[config.mk]
export PLATFORM = sky130hd
export DESIGN_NAME = ddr_datapath_read
export DESIGN_NICKNAME = d
export VERILOG_FILES = /design/src/rtl/ddr_datapath_read_pkg.sv /design/src/rtl/ddr_datapath_read_word_pack.sv /design/src/rtl/ddr_datapath_read.sv
export SDC_FILE = /design/constraint.sdc
export NUM_CORES = 1
export LEC_CHECK = 0
export ABC_AREA = 1
export BUFFER_PORTS_ARGS = -buffer_cell sky130_fd_sc_hd__buf_2
export CAP_MARGIN = 20
export CORE_AREA = 2 2 56 110
export DETAILED_ROUTE_END_ITERATION = 10
export DIE_AREA = 0 0 58 112
export SYNTH_ARGS = -nofsm -noshare
export SYNTH_HDL_FRONTEND = slang
export SYNTH_SLANG_ARGS = --single-unit
[constraint.sdc]
create_clock -name clk -period 1.4 [get_ports clk]
set_input_delay 0.28 -clock clk [delete_from_list [all_inputs] [get_ports clk]]
set_output_delay 0.28 -clock clk [all_outputs]
set_load 0.005 [all_outputs]
[src/rtl/ddr_datapath_read_pkg.sv]
// ----------------------------------------------------------------------------
// ddr_datapath_read_pkg
// Shared definitions for the DDR read datapath:
//   - command FSM state codes (mirrors the controller's DDR_parameters.v);
//     only C_WAIT_END_OF_R_BURST is consumed by the read path
//   - encoding of the read datapath FSM states
// ----------------------------------------------------------------------------
package ddr_datapath_read_pkg;

  // Controller command FSM codes, as driven on cmd_state.
  localparam logic [3:0] C_IDLE                = 4'd0;
  localparam logic [3:0] C_ACTIVATE            = 4'd1;
  localparam logic [3:0] C_WRITE               = 4'd2;
  localparam logic [3:0] C_WAIT_END_OF_W_BURST = 4'd3;
  localparam logic [3:0] C_READ                = 4'd4;
  localparam logic [3:0] C_WAIT_END_OF_R_BURST = 4'd5;
  localparam logic [3:0] C_PRECHARGE           = 4'd6;
  localparam logic [3:0] C_REFRESH             = 4'd7;

  typedef enum logic [2:0] {
    ST_IDLE     = 3'd0,
    ST_WAIT_CL  = 3'd1,
    ST_PREAMBLE = 3'd2,
    ST_CAPTURE  = 3'd3,
    ST_DONE     = 3'd4
  } rd_state_e;

endpackage

[src/rtl/ddr_datapath_read_word_pack.sv]
// ----------------------------------------------------------------------------
// ddr_rd_word_pack
// Packs consecutive bytes into 16-bit words, first byte in [15:8].
// Tracks the byte-index LSB itself; clear forces the next byte to be treated
// as a high byte (used at burst start and on abort, discarding any half word).
// Ports:
//   clk, rst        clock, asynchronous active-low reset
//   clear           restart pairing at the high byte
//   byte_en         byte_data holds a burst byte this cycle
//   byte_data       captured byte
//   sys_data_r      last assembled word, held until the next one
//   rd_valid        one-cycle pulse: sys_data_r just updated
// ----------------------------------------------------------------------------
module ddr_rd_word_pack (
  input  logic        clk,
  input  logic        rst,
  input  logic        clear,
  input  logic        byte_en,
  input  logic [7:0]  byte_data,
  output logic [15:0] sys_data_r,
  output logic        rd_valid
);

  logic       odd;
  logic [7:0] hi;

  always_ff @(posedge clk or negedge rst) begin
    if (!rst) begin
      odd        <= 1'b0;
      hi         <= '0;
      sys_data_r <= '0;
      rd_valid   <= 1'b0;
    end else begin
      rd_valid <= 1'b0;
      if (clear) begin
        odd <= 1'b0;
      end else if (byte_en) begin
        odd <= ~odd;
        if (!odd) begin
          hi <= byte_data;
        end else begin
          sys_data_r <= {hi, byte_data};
          rd_valid   <= 1'b1;
        end
      end
    end
  end

endmodule

[src/rtl/ddr_datapath_read.sv]
// ----------------------------------------------------------------------------
// ddr_datapath_read
// Read-direction DDR datapath: registers the DRAM data bus and strobe, waits
// out CAS latency, detects the DQS preamble (low then high), captures
// BURST_LEN bytes and emits them as 16-bit words, high byte first.
// Optional build macro READ_TIMEOUT_EN: abort after TIMEOUT cycles in
// PREAMBLE without a valid preamble. Without it PREAMBLE waits indefinitely.
// Parameters:
//   CAS_LAT    cycles from rd_start to the first preamble check (1..15)
//   BURST_LEN  bytes per burst, even (2..16)
//   TIMEOUT    PREAMBLE cycle limit (READ_TIMEOUT_EN builds only)
// Ports:
//   clk, rst    clock, asynchronous active-low reset
//   rd_start    read command issued this cycle (accepted only in IDLE)
//   cmd_state   controller command state; leaving C_WAIT_END_OF_R_BURST
//               during PREAMBLE/CAPTURE aborts the burst
//   ddr_dq_r    DRAM read data, ddr_dqs_r DRAM read strobe
//   sys_data_r  assembled word, rd_valid its one-cycle valid pulse
//   rd_done     burst completed, rd_err burst aborted (one-cycle pulses)
//   busy        FSM not IDLE
// ----------------------------------------------------------------------------
module ddr_datapath_read
  import ddr_datapath_read_pkg::*;
#(
  parameter int CAS_LAT   = 3,
  parameter int BURST_LEN = 8,
  parameter int TIMEOUT   = 16
) (
  input  logic        clk,
  input  logic        rst,
  input  logic        rd_start,
  input  logic [3:0]  cmd_state,
  input  logic [7:0]  ddr_dq_r,
  input  logic        ddr_dqs_r,
  output logic [15:0] sys_data_r,
  output logic        rd_valid,
  output logic        rd_done,
  output logic        rd_err,
  output logic        busy
);

  // WAIT_CL spends CAS_LAT-1 cycles; the count runs down to zero, so the
  // load value is one less. CAS_LAT==1 skips WAIT_CL entirely.
  localparam logic [3:0] CL_LOAD  = (CAS_LAT >= 2) ? 4'(CAS_LAT - 2) : 4'd0;
  localparam logic [3:0] LAST_IDX = 4'(BURST_LEN - 1);

  rd_state_e  state;
  logic [7:0] dq_q;
  logic       dqs_q;
  logic [3:0] cl_cnt;
  logic [3:0] byte_idx;
  logic       low_seen;

  logic in_window;
  logic cmd_abort;
  logic tmo_abort;
  logic abort;
  logic pre_hit;
  logic start_accept;
  logic byte_en;
  logic pack_clear;

  // Input stage: every decision below uses the registered bus values.
  // NOTE: state registers use non-blocking assignments so all flops update
  // together from pre-edge values; blocking here would create order races.
  always_ff @(posedge clk or negedge rst) begin
    if (!rst) begin
      dq_q  <= '0;
      dqs_q <= 1'b0;
    end else begin
      dq_q  <= ddr_dq_r;
      dqs_q <= ddr_dqs_r;
    end
  end

  assign in_window    = (state == ST_PREAMBLE) || (state == ST_CAPTURE);
  assign cmd_abort    = in_window && (cmd_state != C_WAIT_END_OF_R_BURST);
  // Byte 0 is the first strobe-high sample after a low seen in PREAMBLE.
  assign pre_hit      = (state == ST_PREAMBLE) && low_seen && dqs_q;
  assign start_accept = (state == ST_IDLE) && rd_start;

`ifdef READ_TIMEOUT_EN
  localparam int TW = (TIMEOUT > 1) ? $clog2(TIMEOUT) : 1;
  logic [TW-1:0] tmo_cnt;

  // A preamble found on the last permitted cycle still wins.
  assign tmo_abort = (state == ST_PREAMBLE) && !pre_hit &&
                     (tmo_cnt == TW'(TIMEOUT - 1));
`else
  // TIMEOUT has no hardware in this build; keep it referenced.
  logic unused_timeout;
  assign unused_timeout = (TIMEOUT > 0);
  assign tmo_abort      = 1'b0;
`endif

  // Abort outranks byte capture, including the byte-0 and last-byte cycles.
  assign abort      = cmd_abort || tmo_abort;
  assign byte_en    = !abort && (pre_hit || (state == ST_CAPTURE));
  assign pack_clear = abort || start_accept;
  assign busy       = (state != ST_IDLE);

  // NOTE: every register, including pulse outputs, is cleared by the async
  // reset so a reset mid-burst drops all pulses immediately.
  always_ff @(posedge clk or negedge rst) begin
    if (!rst) begin
      state    <= ST_IDLE;
      cl_cnt   <= '0;
      byte_idx <= '0;
      low_seen <= 1'b0;
      rd_done  <= 1'b0;
      rd_err   <= 1'b0;
`ifdef READ_TIMEOUT_EN
      tmo_cnt  <= '0;
`endif
    end else begin
      rd_done <= 1'b0;
      rd_err  <= 1'b0;
      if (abort) begin
        state    <= ST_IDLE;
        rd_err   <= 1'b1;
        low_seen <= 1'b0;
      end else begin
        unique case (state)
          ST_IDLE: begin
            if (rd_start) begin
              low_seen <= 1'b0;
              cl_cnt   <= CL_LOAD;
`ifdef READ_TIMEOUT_EN
              tmo_cnt  <= '0;
`endif
              state    <= (CAS_LAT == 1) ? ST_PREAMBLE : ST_WAIT_CL;
            end
          end
          ST_WAIT_CL: begin
            if (cl_cnt == 4'd0) state  <= ST_PREAMBLE;
            else                cl_cnt <= cl_cnt - 4'd1;
          end
          ST_PREAMBLE: begin
            if (pre_hit) begin
              state    <= ST_CAPTURE;
              byte_idx <= 4'd1;
              low_seen <= 1'b0;
            end else begin
              if (!dqs_q) low_seen <= 1'b1;
`ifdef READ_TIMEOUT_EN
              tmo_cnt <= tmo_cnt + TW'(1);
`endif
            end
          end
          ST_CAPTURE: begin
            if (byte_idx == LAST_IDX) begin
              state   <= ST_DONE;
              rd_done <= 1'b1;
            end else begin
              byte_idx <= byte_idx + 4'd1;
            end
          end
          ST_DONE: state <= ST_IDLE;
          default: state <= ST_IDLE;
        endcase
      end
    end
  end

  ddr_rd_word_pack u_pack (
    .clk        (clk),
    .rst        (rst),
    .clear      (pack_clear),
    .byte_en    (byte_en),
    .byte_data  (dq_q),
    .sys_data_r (sys_data_r),
    .rd_valid   (rd_valid)
  );

endmodule

=== Word-level counts from Yosys, hierarchy flattened ===
Index checks and enable logic that the tools add are counted.
Widths: inputs -> output; s select.

* Register bits after elaboration: 49
* Latch bits: 0
* Memory bits (writable): 0
* ROM bits: 0
* Input port bits: 16
* Word-level logic and storage cells: 79
* Memories: 0

* Add/subtract/negate cells: 2
* Multiply operators: 0
* Div/mod/pow operators: 0
* $lt $le $gt $ge: 0
* Equality and inequality tests: 14
* Shift operators: 0
* Muxes and demuxes: 26
* Bitwise logic cells: 3
* Reductions and logical operators: 22

{| class="wikitable"
|+ Operators with widths
! kind !! number
|-
| $mux 4 || 4
|-
| $pmux 4 s2 || 2
|-
| $mux 3 || 5
|-
| $mux 1 || 13
|-
| $pmux 3 s4 || 1
|-
| $reduce_and 4->1 || 3
|-
| $ne 3x3->1 const B || 3
|-
| $reduce_and 3->1 || 3
|-
| $ne 2x2->1 const B || 4
|-
| $eq 3x2->1 const B || 2
|-
| $reduce_bool 2->1 || 3
|-
| $reduce_bool 3->1 || 2
|-
| $logic_and 1x1->1 || 5
|-
| $add 4x1->4 const B || 1
|-
| $eq 4x3->1 const B || 1
|-
| $logic_not 4->1 || 1
|-
| $ne 4x3->1 const B || 1
|-
| $ne 4x4->1 const B || 1
|-
| $sub 4x1->4 const B || 1
|-
| $eq 3x1->1 const B || 1
|-
| $logic_not 3->1 || 1
|-
| $logic_or 1x1->1 || 3
|-
| $ne 3x2->1 const B || 1
|-
| $not 1->1 || 3
|-
| 2 further kinds || 2
|}

=== Logic depth before layout (Yosys ltp) ===
* Depth in word-level cells: 7
* Depth in mapped cells: 9
* Mapped depth without buffers: 9

=== Modules after synthesis ===
Synthesis repeated with hierarchy kept, for this count alone.

* Cells, all modules: 232
* Area, all modules: 2119.5 um2

{| class="wikitable"
|+ By module, submodules not included
! module !! times used !! cells each !! area an instance (um2) !! sequential area each (um2)
|-
| ddr_rd_word_pack || 1 || 113 || 1078.5 || 650.6
|-
| ddr_datapath_read || 1 || 119 || 1041.0 || 575.6
|}

=== Worst setup path before layout ===
No wires, ideal clock.

* Kind: flip-flop to flip-flop
* Start point: register state[2]
* End point: register u_pack.sys_data_r[11]
* Data arrival time: 1.064 ns
* Required time: 1.277 ns
* Setup slack: 0.213 ns
* Cell stages (with the launch flop): 6
* Buffers on the path: 1
* Period minus slack after synthesis: 1.187 ns
* Cells stage by stage: dfrtp_1 > nor2_4 > nand2_4 > buf_6 > o21ai_0 > nand2_1

* Word-level cells in the longest chain between the ends: 6

{| class="wikitable"
|+ Ends and longest elaborated chain
! what !! RTL line !! text
|-
| from (decl) || ddr_datapath_read.sv:47 || <nowiki>rd_state_e state;</nowiki>
|-
| from (signal assigned) || ddr_datapath_read.sv:131 || <nowiki>state <= (CAS_LAT == 1) ? ST_PREAMBLE : ST_WAIT_CL;</nowiki>
|-
| $eq 3x2->1, on equally long branches || ddr_datapath_read.sv:76, ddr_datapath_read.sv:79, ddr_datapath_read.sv:98 ||
|-
| $logic_or 1x1->1 / $logic_and 1x1->1 (equally long branches) || ddr_datapath_read.sv:76, ddr_datapath_read.sv:79 ||
|-
| $logic_and 1x1->1, on equally long branches || ddr_datapath_read.sv:77, ddr_datapath_read.sv:79 ||
|-
| $logic_not 1->1 (tied with other cells) || ddr_datapath_read.sv:98 || <nowiki>assign byte_en = !abort && (pre_hit || (state == ST_CAPTURE));</nowiki>
|-
| $logic_and 1x1->1 / $not 1->1 (equally long branches) || n/a ||
|-
| $reduce_and 3->1 (no line) * || n/a ||
|-
| to (signal assigned) || ddr_datapath_read_word_pack.sv:42 || <nowiki>sys_data_r <= {hi, byte_data};</nowiki>
|-
| to (decl) || ddr_datapath_read_word_pack.sv:20 || <nowiki>output logic [15:0] sys_data_r,</nowiki>
|}

Every way passes the cells marked *; elsewhere a longest branch is shown, timed or not.
A chain may end at the register's enable or synchronous reset.

=== Worst setup path after layout ===
* Start point: register state[0]
* End point: output port busy

* Word-level cells in the longest chain between the ends: 1

{| class="wikitable"
|+ Ends and longest elaborated chain
! what !! RTL line !! text
|-
| $reduce_bool 3->1 || ddr_datapath_read.sv:100 || <nowiki>assign busy = (state != ST_IDLE);</nowiki>
|-
| to (decl) || ddr_datapath_read.sv:39 || <nowiki>output logic busy</nowiki>
|}

No other way between the ends.

==> results_dict.tcl <==
set metrics [dict create \
    grt_pass1_vias 1521 \
    grt_use_total 0.154 \
    outcome "complete, but fails checks" \
    synthArstFlopShare 1.00 \
    cp-startpoint "state[0]" \
    start_kind "flip-flop" \
    yosysUniqueCellTypes 26 \
    worst_path_max_delay_cell "dfrtp_2" \
    p_per_area_nw_per_um2 1610 \
    cp.arrival_ps 1150 \
    slew_headroom 0.736 \
    hold_class "in2reg" \
    path_class "reg2out" \
    final-setup-viol-count 1 \
    drive_gt1_frac 0.321 \
    final_nets 311 \
    die_w_microns 58 \
    cp_max_fo 2 \
    wl_per_cell_microns 13.8 \
    root_buffer "clkbuf_16" \
    portBuffers 35 \
    synth_flop_cell "dfrtp_1" \
    ir_drop_mv 0.856 \
    skew_ps 4.73 \
    min_from "ddr_dq_r[1]" \
    finalCritPeriodShare 1.02 \
    final_hold_viol_count 0 \
    cp-end-kind "primary output" \
    grt_start_max_net_pins 27 \
    tritoncts "yes" \
    antenna_found_initial 0 \
    netlist_area_sq_um 2110 \
    wirelength_microns 4880 \
    setup_ws_ps -28.0 \
    cts_max_path_buffers 2 \
    power_mw 4.48 \
    fin_util 0.490 \
    power.leakage_nw 1.55 \
    cp_slowest_stage_delay_ps 430 \
    clkSinkCount 49 \
    start_util 0.373 \
    synthCells 230 \
    htreeDepth 2 \
    avgViaCountPerCell 4.86 \
    syn_avg_cell_area_sq_um 9.18 \
    drtPass1Iterations 4 \
    min_period_ps 1430 \
    hpwlAfterDp_microns 3250 \
    fp.dieH_microns 112 \
    syn_nets 249 \
    floorplan.rows 39 \
    yosysTopAreaCell "dfrtp_1" \
    drt-initial-drc-count 41 \
    yosysSeqAreaShare 0.581 \
    path_cells "nor2_4 -> inv_2 -> nor2_2 -> inv_1 -> buf_2" \
    ant_nets 0 \
    maxSlewViolCount 0 \
    max_cap_viol_count 0 \
    overflow 0 \
    insertedDiodeCount 0 \
    synth_warnings 0 \
    clkLatencyLatePin_ps 290 \
    netlist.area_leader.share 0.581 \
    coreArea_sq_um 5660 \
    ys_ff_latch 49 \
    rsz0062_at_grt "true" \
    dr_total_vias 1720 \
    drc 0 \
    tightest_slew_ps 396 \
    numCtsBuffers 5 \
    cp.required_ps 1120 \
    synth_edf_count 0 \
    violations "negative setup slack" \
    r2r-start "state[1]" \
    dieArea_sq_um 6500 \
    preCtsSetupSlack_ps -59.1 \
    ios 36 \
    gp_congestion 0.876 \
    grt_pass1_wl_microns 7470 \
    syn_to_final_growth_pct 31.5 \
    cts.clk_slew.worst_paths_ps 60 \
    ys_top_cells_by_area "dfrtp_1 58%, nand2_1 15%, o21ai_0 5.7%, inv_1 2.8%, nand3_1 2.1%" \
    fmax_ghz 0.700 \
]
## synthesized netlist by cell type, types with 3 or more instances
| cell | number |
|---|---|
| o21ai_0 | 24 |
| inv_2 | 3 |
| xor2_1 | 3 |
| nand3_1 | 9 |
| inv_1 | 16 |
| nor2_2 | 3 |
| nor2_1 | 11 |
| ha_1 | 3 |
| nand2_1 | 82 |
| o21ai_1 | 6 |
| dfrtp_1 | 49 |
## cell usage in the layout, fill, tap and decap left out, drive strengths merged
master / netlist / final
nand2: 86 / 89
buf: 3 / 52
dfrtp: 49 / 49
o21ai: 30 / 30
inv: 19 / 19
nor2: 17 / 19
nand3: 11 / 12
clkbuf: 1 / 5
xor2: 3 / 3
a21oi: 3 / 3
ha: 3 / 3
clkinv: 0 / 2
o22ai: 1 / 1
a31oi: 1 / 1
nor3: 1 / 1
nand4: 1 / 1
or2: 1 / 1
clkinvlp: 0 / 1
dlygate4sd3: 0 / 1
## path summary, 6_finish.rpt
path / to / slack [ps] / depth (start not counted)
worst min register to register: u_pack.sys_data_r[15] / 460 / 2
worst max register to register: u_pack.sys_data_r[10] / 40 / 7
worst min-delay path: dq_q[1] / 90 / 1
min in group asynchronous: u_pack.hi[1] / 440 / 2
max in group asynchronous: state[1] / 470 / 3
worst max-delay path: busy / -30 / 5
## metal layers
metal / vias to the layer above / global-route usage / wire (microns)
met5: - / 0 / 0
met4: 0 / 0.0853 / 145
met3: 11 / 0.0279 / 135
met2: 39 / 0.277 / 2910
met1: 810 / 0.162 / 1690
li1: 860 / - / -
## cell type report
type / instances / area, sq um
inverter: 19 / 71.3
multi-input combinational: 164 / 908
fill: 524 / 2880
sequential: 49 / 1230
clock inverter: 3 / 17.5
timing repair buffer: 53 / 348
clock buffer: 5 / 125
tap: 61 / 76.3
## stage by stage
| stage | hold slack, ps | setup TNS, ps | std cells | area [sq um] |
|---|---|---|---|---|
| after global routing | 80.9 | -175 | 354 | 2780 |
| final | 92.4 | -28.0 | 354 | 2780 |
| after CTS | 87.2 | -57.0 | 344 | 2610 |
| after global placement | 226 | -357 | 329 | 2390 |
| after floorplan | -15.6 | 0 | 230 | 2110 |
| after detailed placement | 223 | -673 | 329 | 2390 |
## power by group
| part | leakage [nW] | internal (mW) | switching, mW | total [mW] |
|---|---|---|---|---|
| registers | 0.642 | 1.65 | 0.161 | 1.82 |
| clock network | 0.0696 | 0.655 | 0.506 | 1.16 |
| logic | 0.836 | 0.610 | 0.890 | 1.50 |
## worst max-delay path: cells and delay by family (launching register included)
family / cells / cell delay (ps)
buf+inv: 3 / 210
flops: 1 / 430
simple gates: 2 / 220
## state kept, by name, indices dropped and copies added (netlist names)
name and count:
low_seen 1, u_pack.sys_data_r 16, u_pack.rd_valid 1, byte_idx 4
dq_q 8, dqs_q 1, cl_cnt 4, u_pack.odd 1
state 3, rd_done 1, u_pack.hi 8, rd_err 1
## cells by family after synthesis
group                    share of synthesized area
adder cells (fa/ha/maj)                     0.0178
AND/OR/NAND/NOR                              0.250
XOR/XNOR                                    0.0124
flip-flops                                   0.581
AO/OA/AOI/OAI                               0.0859
buffers and inverters                       0.0533
## timing repair
action | CTS | global route
endpoints found under the setup margin | 9 | 34
gates cloned | 3 | 3
buffers inserted | 3 | 7
gates resized for setup | 9 | 23
hold buffers | 1 | 0
endpoints found under the hold margin | 14 | 0
pin swaps | 3 | 15
No activity file was read; power rests on OpenSTA's default activity.
